[src/rtl/instruction_fetch_pkg.sv]
// Shared definitions for the fetch stage and the instruction decoder:
// instruction field positions, branch-select encodings, opcode limit and
// fetch FSM state encodings.
// Optional feature macro: IFETCH_ILLEGAL_TRAP_EN (adds the TRAP state).
package instruction_fetch_pkg;

   // Instruction layout: opcode[16:12], DA[11:9], AA[8:6], BA[5:3], low[2:0]
   localparam int OPC_MSB = 16;
   localparam int OPC_LSB = 12;
   localparam int DA_MSB  = 11;
   localparam int DA_LSB  = 9;
   localparam int AA_MSB  = 8;
   localparam int AA_LSB  = 6;
   localparam int BA_MSB  = 5;
   localparam int BA_LSB  = 3;
   localparam int LOW_MSB = 2;
   localparam int LOW_LSB = 0;

   // Branch offset is {DA, low}, a 6-bit two's complement value
   localparam int OFF_W = 6;

   // Branch select encodings produced by the decoder
   localparam logic [1:0] BS_INC  = 2'b00;
   localparam logic [1:0] BS_COND = 2'b01;
   localparam logic [1:0] BS_JMP  = 2'b10;
   localparam logic [1:0] BS_BRA  = 2'b11;

   // Highest legal opcode
   localparam logic [4:0] OPCODE_MAX = 5'd20;

   // Fetch FSM states
   typedef enum logic [1:0] {
      S_IDLE  = 2'd0,
      S_FETCH = 2'd1,
      S_ISSUE = 2'd2
`ifdef IFETCH_ILLEGAL_TRAP_EN
      ,
      S_TRAP  = 2'd3
`endif
   } fetch_state_e;

endpackage

[src/rtl/instruction_fetch_next_pc_calc.sv]
// Next-PC computation: sign-extends the 6-bit branch offset, resolves the
// conditional branch against the zero flag and selects among increment,
// relative branch and register jump. Purely combinational; all arithmetic
// wraps modulo 2^PC_W.
module instruction_fetch_next_pc_calc
   import instruction_fetch_pkg::*;
#(
   parameter int PC_W = 8
) (
   input  logic [PC_W-1:0]  pc,
   input  logic [OFF_W-1:0] off_raw,
   input  logic [1:0]       bs,
   input  logic             ps,
   input  logic             zero,
   input  logic [PC_W-1:0]  jump_addr,
   output logic [PC_W-1:0]  next_pc
);

   logic [PC_W-1:0] off;
   logic [PC_W-1:0] pc_inc;
   logic [PC_W-1:0] pc_off;
   logic            taken;

   // Candidate addresses and the conditional-branch decision
   always_comb begin
      off    = {{(PC_W-OFF_W){off_raw[OFF_W-1]}}, off_raw};
      pc_inc = pc + PC_W'(1);
      pc_off = pc + off;
      // ps=0 branches on zero=1, ps=1 branches on zero=0
      taken  = (zero != ps);
   end

   // Four-way next-PC select
   always_comb begin
      next_pc = pc_inc;
      case (bs)
         BS_INC:  next_pc = pc_inc;
         BS_COND: next_pc = taken ? pc_off : pc_inc;
         BS_JMP:  next_pc = jump_addr;
         BS_BRA:  next_pc = pc_off;
         default: next_pc = pc_inc;
      endcase
   end

endmodule

[src/rtl/instruction_fetch.sv]
// Instruction fetch stage: owns the PC and the instruction register, reads
// program memory and holds each word on the decoder input until execute
// reports completion, then advances the PC from the branch controls.
// Optional feature macro: IFETCH_ILLEGAL_TRAP_EN (illegal-opcode trap).
//
// Handshakes:
//   imem  : imem_req is high for the whole FETCH state; a word is accepted on
//           the first rising edge with imem_req=1 and imem_valid=1 (valid may
//           arrive in the same cycle as the request). imem_valid with
//           imem_req=0 is ignored.
//   decode: instr_valid=1 marks an unexecuted word in instr_out, held stable;
//           it is retired on the edge where instr_valid=1 and exec_done=1.
//           exec_done with instr_valid=0 is ignored.
module instruction_fetch
   import instruction_fetch_pkg::*;
#(
   parameter int              PC_W     = 8,
   parameter int              INSTR_W  = 17,
   parameter logic [PC_W-1:0] RESET_PC = '0
`ifdef IFETCH_ILLEGAL_TRAP_EN
   ,
   parameter logic [PC_W-1:0] TRAP_VECTOR = '1
`endif
) (
   input  logic               clk,
   input  logic               rst,
   output logic [PC_W-1:0]    imem_addr,
   output logic               imem_req,
   input  logic [INSTR_W-1:0] imem_data,
   input  logic               imem_valid,
   output logic [INSTR_W-1:0] instr_out,
   output logic               instr_valid,
   input  logic               exec_done,
   input  logic [1:0]         bs,
   input  logic               ps,
   input  logic               zero,
   input  logic [PC_W-1:0]    jump_addr,
   output logic [PC_W-1:0]    pc_out,
   output logic               illegal,
   output fetch_state_e       state_dbg
);

   fetch_state_e       state;
   fetch_state_e       next_state;
   logic [PC_W-1:0]    pc;
   logic [INSTR_W-1:0] ir;
   logic [PC_W-1:0]    next_pc;

   assign imem_addr = pc;
   assign instr_out = ir;
   assign state_dbg = state;

   instruction_fetch_next_pc_calc #(
      .PC_W (PC_W)
   ) u_next_pc (
      .pc        (pc),
      .off_raw   ({ir[DA_MSB:DA_LSB], ir[LOW_MSB:LOW_LSB]}),
      .bs        (bs),
      .ps        (ps),
      .zero      (zero),
      .jump_addr (jump_addr),
      .next_pc   (next_pc)
   );

   // State register; reset wins in every state and abandons any fetch
   always_ff @(posedge clk) begin
      if (rst) state <= S_IDLE;
      else     state <= next_state;
   end

   // Next-state logic
   always_comb begin
      next_state = state;
      case (state)
         S_IDLE:  next_state = S_FETCH;
         S_FETCH: begin
            if (imem_valid) begin
`ifdef IFETCH_ILLEGAL_TRAP_EN
               if (imem_data[OPC_MSB:OPC_LSB] > OPCODE_MAX) next_state = S_TRAP;
               else                                         next_state = S_ISSUE;
`else
               next_state = S_ISSUE;
`endif
            end
         end
         S_ISSUE: if (exec_done) next_state = S_FETCH;
`ifdef IFETCH_ILLEGAL_TRAP_EN
         S_TRAP:  next_state = S_FETCH;
`endif
         default: next_state = S_IDLE;
      endcase
   end

   // Outputs decoded from the current state
   always_comb begin
      imem_req    = 1'b0;
      instr_valid = 1'b0;
      illegal     = 1'b0;
      case (state)
         S_FETCH: imem_req    = 1'b1;
         S_ISSUE: instr_valid = 1'b1;
`ifdef IFETCH_ILLEGAL_TRAP_EN
         S_TRAP:  illegal     = 1'b1;
`endif
         default: ;
      endcase
   end

   // PC, IR and link address; IR only changes on an accepted fetch
   always_ff @(posedge clk) begin
      if (rst) begin
         pc     <= RESET_PC;
         ir     <= '0;
         pc_out <= RESET_PC;
      end else begin
         case (state)
            S_FETCH: begin
               if (imem_valid) begin
                  ir     <= imem_data;
                  pc_out <= pc;
               end
            end
            S_ISSUE: if (exec_done) pc <= next_pc;
`ifdef IFETCH_ILLEGAL_TRAP_EN
            S_TRAP:  pc <= TRAP_VECTOR;
`endif
            default: ;
         endcase
      end
   end

endmodule

[config.mk]
export PLATFORM = sky130hd
export DESIGN_NAME = instruction_fetch
export DESIGN_NICKNAME = d
export VERILOG_FILES = /design/src/rtl/instruction_fetch_pkg.sv /design/src/rtl/instruction_fetch_next_pc_calc.sv /design/src/rtl/instruction_fetch.sv
export SDC_FILE = /design/constraint.sdc
export NUM_CORES = 1
export LEC_CHECK = 0
export ABC_AREA = 1
export BUFFER_PORTS_ARGS = -buffer_cell sky130_fd_sc_hd__buf_2
export CAP_MARGIN = 20
export CORE_ASPECT_RATIO = 0.7
export CORE_MARGIN = 5
export CORE_UTILIZATION = 53
export DETAILED_ROUTE_END_ITERATION = 8
export PLACE_DENSITY_LB_ADDON = 0.1
export SETUP_SLACK_MARGIN = 0.02
export SLEW_MARGIN = 20
export SYNTH_ARGS = -nofsm -noshare
export SYNTH_HDL_FRONTEND = slang
export SYNTH_SLANG_ARGS = --single-unit
export TNS_END_PERCENT = 5
[constraint.sdc]
create_clock -name clk -period 2.5 [get_ports clk]
set_input_delay 0.125 -clock clk [delete_from_list [all_inputs] [get_ports clk]]
set_output_delay 0.125 -clock clk [all_outputs]
set_load 0.005 [all_outputs]
==> summary.txt <==
Place
  • PortBufs: 69
  • Final Wtd Congestion: 0.864
  • Placed Area: 2340 um^2
  • Pre-CTS setup slack: 0.761 ns
  • Final HPWL DP: 3900 um

Yosys
  • Cell variety after synth: 33
  • Number of flops mapped to enable cells by yosys: 0
  • Synth Flop Type: dfxtp_1
  • Flops & latches, synth: 35
  • Yosys warnings: 0
  • Post-synthesis instance total: 276
  • Syn Nets: 318
  • FFs w/ async S/R, synth: 0%
  • Syn Area/Cell: 7.18 um^2
  • Post-synthesis sequential area ratio: between 30% and 40%
  • Post-Syn Area: 1980 um^2

Clock tree
  • Post-CTS Setup Bufs: 0
  • Clock H-tree levels: 2
  • PostCTS Resize Cnt: 0
  • CTS Sinks: 35
  • Clock Root Buffer: clkbuf_8
  • Clk slew on worst S/H paths: 0.07 ns
  • CTS Hold Bufs: 0
  • CTS tree: built
  • Clock Tree Buf Depth: 2
  • Source-to-sink clock delay at the later pin of the worst-skew pair: 0.28 ns
  • Number of CTS-inserted buffers: 5

Global route
  • Vias in the first global route: 1911
  • Grt ovf: 0
  • Met1 Resource Use GR: about a quarter
  • Routing usage on met2: a little over a third
  • Initial antenna violation count: 0
  • Overall routing resource usage: 20.3%
  • Top Usage Layer GRT: met2
  • Met3 Usage GRT: 6.95%
  • Largest net degree at the start of global routing: 29
  • First-pass GRT wire length: 8360 um

Floorplan
  • Initial core utilization: roughly 56%
  • Die width: 83.1 um
  • Die Y: 61.1 um
  • Row count: 18
  • Die Area: 5080 um^2
  • Top-level port count: 71
  • Core area: 3560 um^2

Pwr
  • Power Dens Cells: 492 nW/um^2
  • Worst ir drop on vdd: 0.453 mV
  • Leakage power: around 1.2 nW

Cells and area
  • Synth-to-layout area growth: 22.5%
  • Final instance area: 2430 um^2
  • Ant diodes: 0
  • Filler Cells Inserted: 334
  • Layout cell share with drive strength beyond 1: about 30%
  • NumNets Final: 386

Timing
  • Hold Fails Final Rpt: 0
  • Worst rel slew slack: 66.3%
  • Post-Route Setup TNS: 0 ns
  • Post-route clock period utilization: 70.6%
  • Final worst slack: 0.734 ns
  • Tmin final: 1.77 ns
  • Final Slew Violations: 0
  • Max Clk Rate: approximately 570 MHz
  • Final setup violation count: 0
  • Slew @ Worst Pin: roughly 0.51 ns
  • RSZ-0062 raised after global routing: false
  • Hold Slack: 0.113 ns
  • Worst Skew: approximately 0.0032 ns

Routing
  • Post-DRT Antenna Nets: 0
  • Drt first pass iters: 4
  • Vias per std cell: 5.14
  • DR DRC count: 0
  • DR WL/cell: 13.0 um
  • Drt first-iter violations: 93
  • Via count: 2026
  • Final wirelength: just over 5000 um

Worst setup path
  • WP data arrival: 1.98 ns
  • Crit Path Max Fanout: 7
  • Worst Setup Start Kind: register
  • CP required: 2.72 ns
  • Worst Setup End Kind: register
  • CP Class: reg2reg

Hold path
  • Tightest Hold Check Type: in2reg

Flow run
  • Max cap viols: 0

Outcome
  • Status: finished, final reports clean
-- per-stage QoR --
stage	utilization, %	total power, mW	instances
2_1_floorplan	-	0.735	276
3_3_place_gp	65.7	0.799	387
3_5_place_dp	65.7	0.801	387
4_1_cts	68.2	1.20	394
5_1_grt	68.2	1.26	394
6_report	68.2	1.19	394
-- worst paths after layout --
path                              from                        end  slack (ns)  depth (start not counted)
max reg2reg  imem_addr[0]$_SDFFE_PP0P_  imem_addr[6]$_SDFFE_PP0P_        0.73                         11
min                       imem_data[6]  instr_out[6]$_SDFFE_PP0P_        0.11                          3
min reg2reg     pc_out[3]$_SDFFE_PP0P_     pc_out[3]$_SDFFE_PP0P_        0.46                          2
max          imem_addr[0]$_SDFFE_PP0P_  imem_addr[6]$_SDFFE_PP0P_        0.73                         11
-- critical path: stages (launching register included) --
cell	delay, ns
dfxtp_1	0.38
ha_1	0.25
fa_1	0.40
nand2_1	0.08
nand2_1	0.08
nand3b_1	0.11
nand2_1	0.06
nand2_1	0.06
nand3_1	0.06
nand2_1	0.06
nand2_1	0.06
a21oi_2	0.11
-- report_power, final --
part,internal [mW],switching [mW],total (mW)
clock,0.216,0.188,0.404
combinational,0.0761,0.117,0.193
sequential,0.577,0.0187,0.596
total,0.870,0.324,1.19
-- cell usage in the layout (no fill, tap or decap), types with 2 or more instances in the layout --
| cell | instances |
|---|---|
| ha_1 | 8 |
| a21oi_2 | 4 |
| xnor2_1 | 2 |
| a21oi_1 | 37 |
| buf_4 | 3 |
| clkbuf_8 | 6 |
| o21ai_0 | 11 |
| nand2_1 | 78 |
| nand2_4 | 4 |
| buf_2 | 69 |
| a31oi_1 | 3 |
| nor2_1 | 5 |
| dfxtp_1 | 35 |
| nand3b_1 | 3 |
| xor2_1 | 3 |
| o21ai_1 | 3 |
| inv_1 | 17 |
| inv_2 | 5 |
| nand3_1 | 34 |
-- cells in the mapped netlist, types with 2 or more instances --
master     n  area share, %
clkbuf_1   2           0.38
nand2_4    4            2.3
o21ai_1    3           0.76
ha_1       8            5.1
nand3b_1   3            1.1
xnor2_1    2           0.88
a21oi_1   37            9.3
nand2_1   78             15
o21ai_0   11            2.8
nand3_1   34            8.6
buf_2      4            1.0
dfxtp_1   35             35
inv_1     17            3.2
a31oi_1    3           0.95
buf_6      2            1.1
xor2_1     3            1.3
a21oi_2    4            1.8
buf_4      3            1.1
inv_2      5           0.95
nor2_1     5           0.95
-- flip-flops by register name, summed over array words and instances (netlist names) --
name       flops
instr_out     17
imem_addr      8
pc_out         8
state_dbg      2
-- logic make-up (layout without fill, tap and decap cells) --
group,count (synthesis),after routing,share of synthesized area [%]
compound gates,58,58,15.6
flops,35,35,35.4
xor+xnor,5,5,2.21
fa+ha+maj,9,9,6.06
buf+inv,34,102,8.28
simple gates,134,134,32.3
other cells,1,1,0.189
-- layout make-up --
class,instances,area [um^2],share of cell area (%)
Multi-Input combinational cell,207,1120,46.0
Sequential cell,35,701,28.9
Timing Repair Buffer,72,368,15.2
Inverter,23,91.3,3.76
Clock buffer,6,82.6,3.40
Tap cell,50,62.6,2.58
Clock inverter,1,5.00,0.206
-- layer usage --
layer  vias to the layer above  routed length, um
li1                       1046                  -
met1                       915               2360
met2                        63               2280
met3                         2                452
met4                         0                 18
met5                         -                  0
No activity file was read; power rests on OpenSTA's default activity.
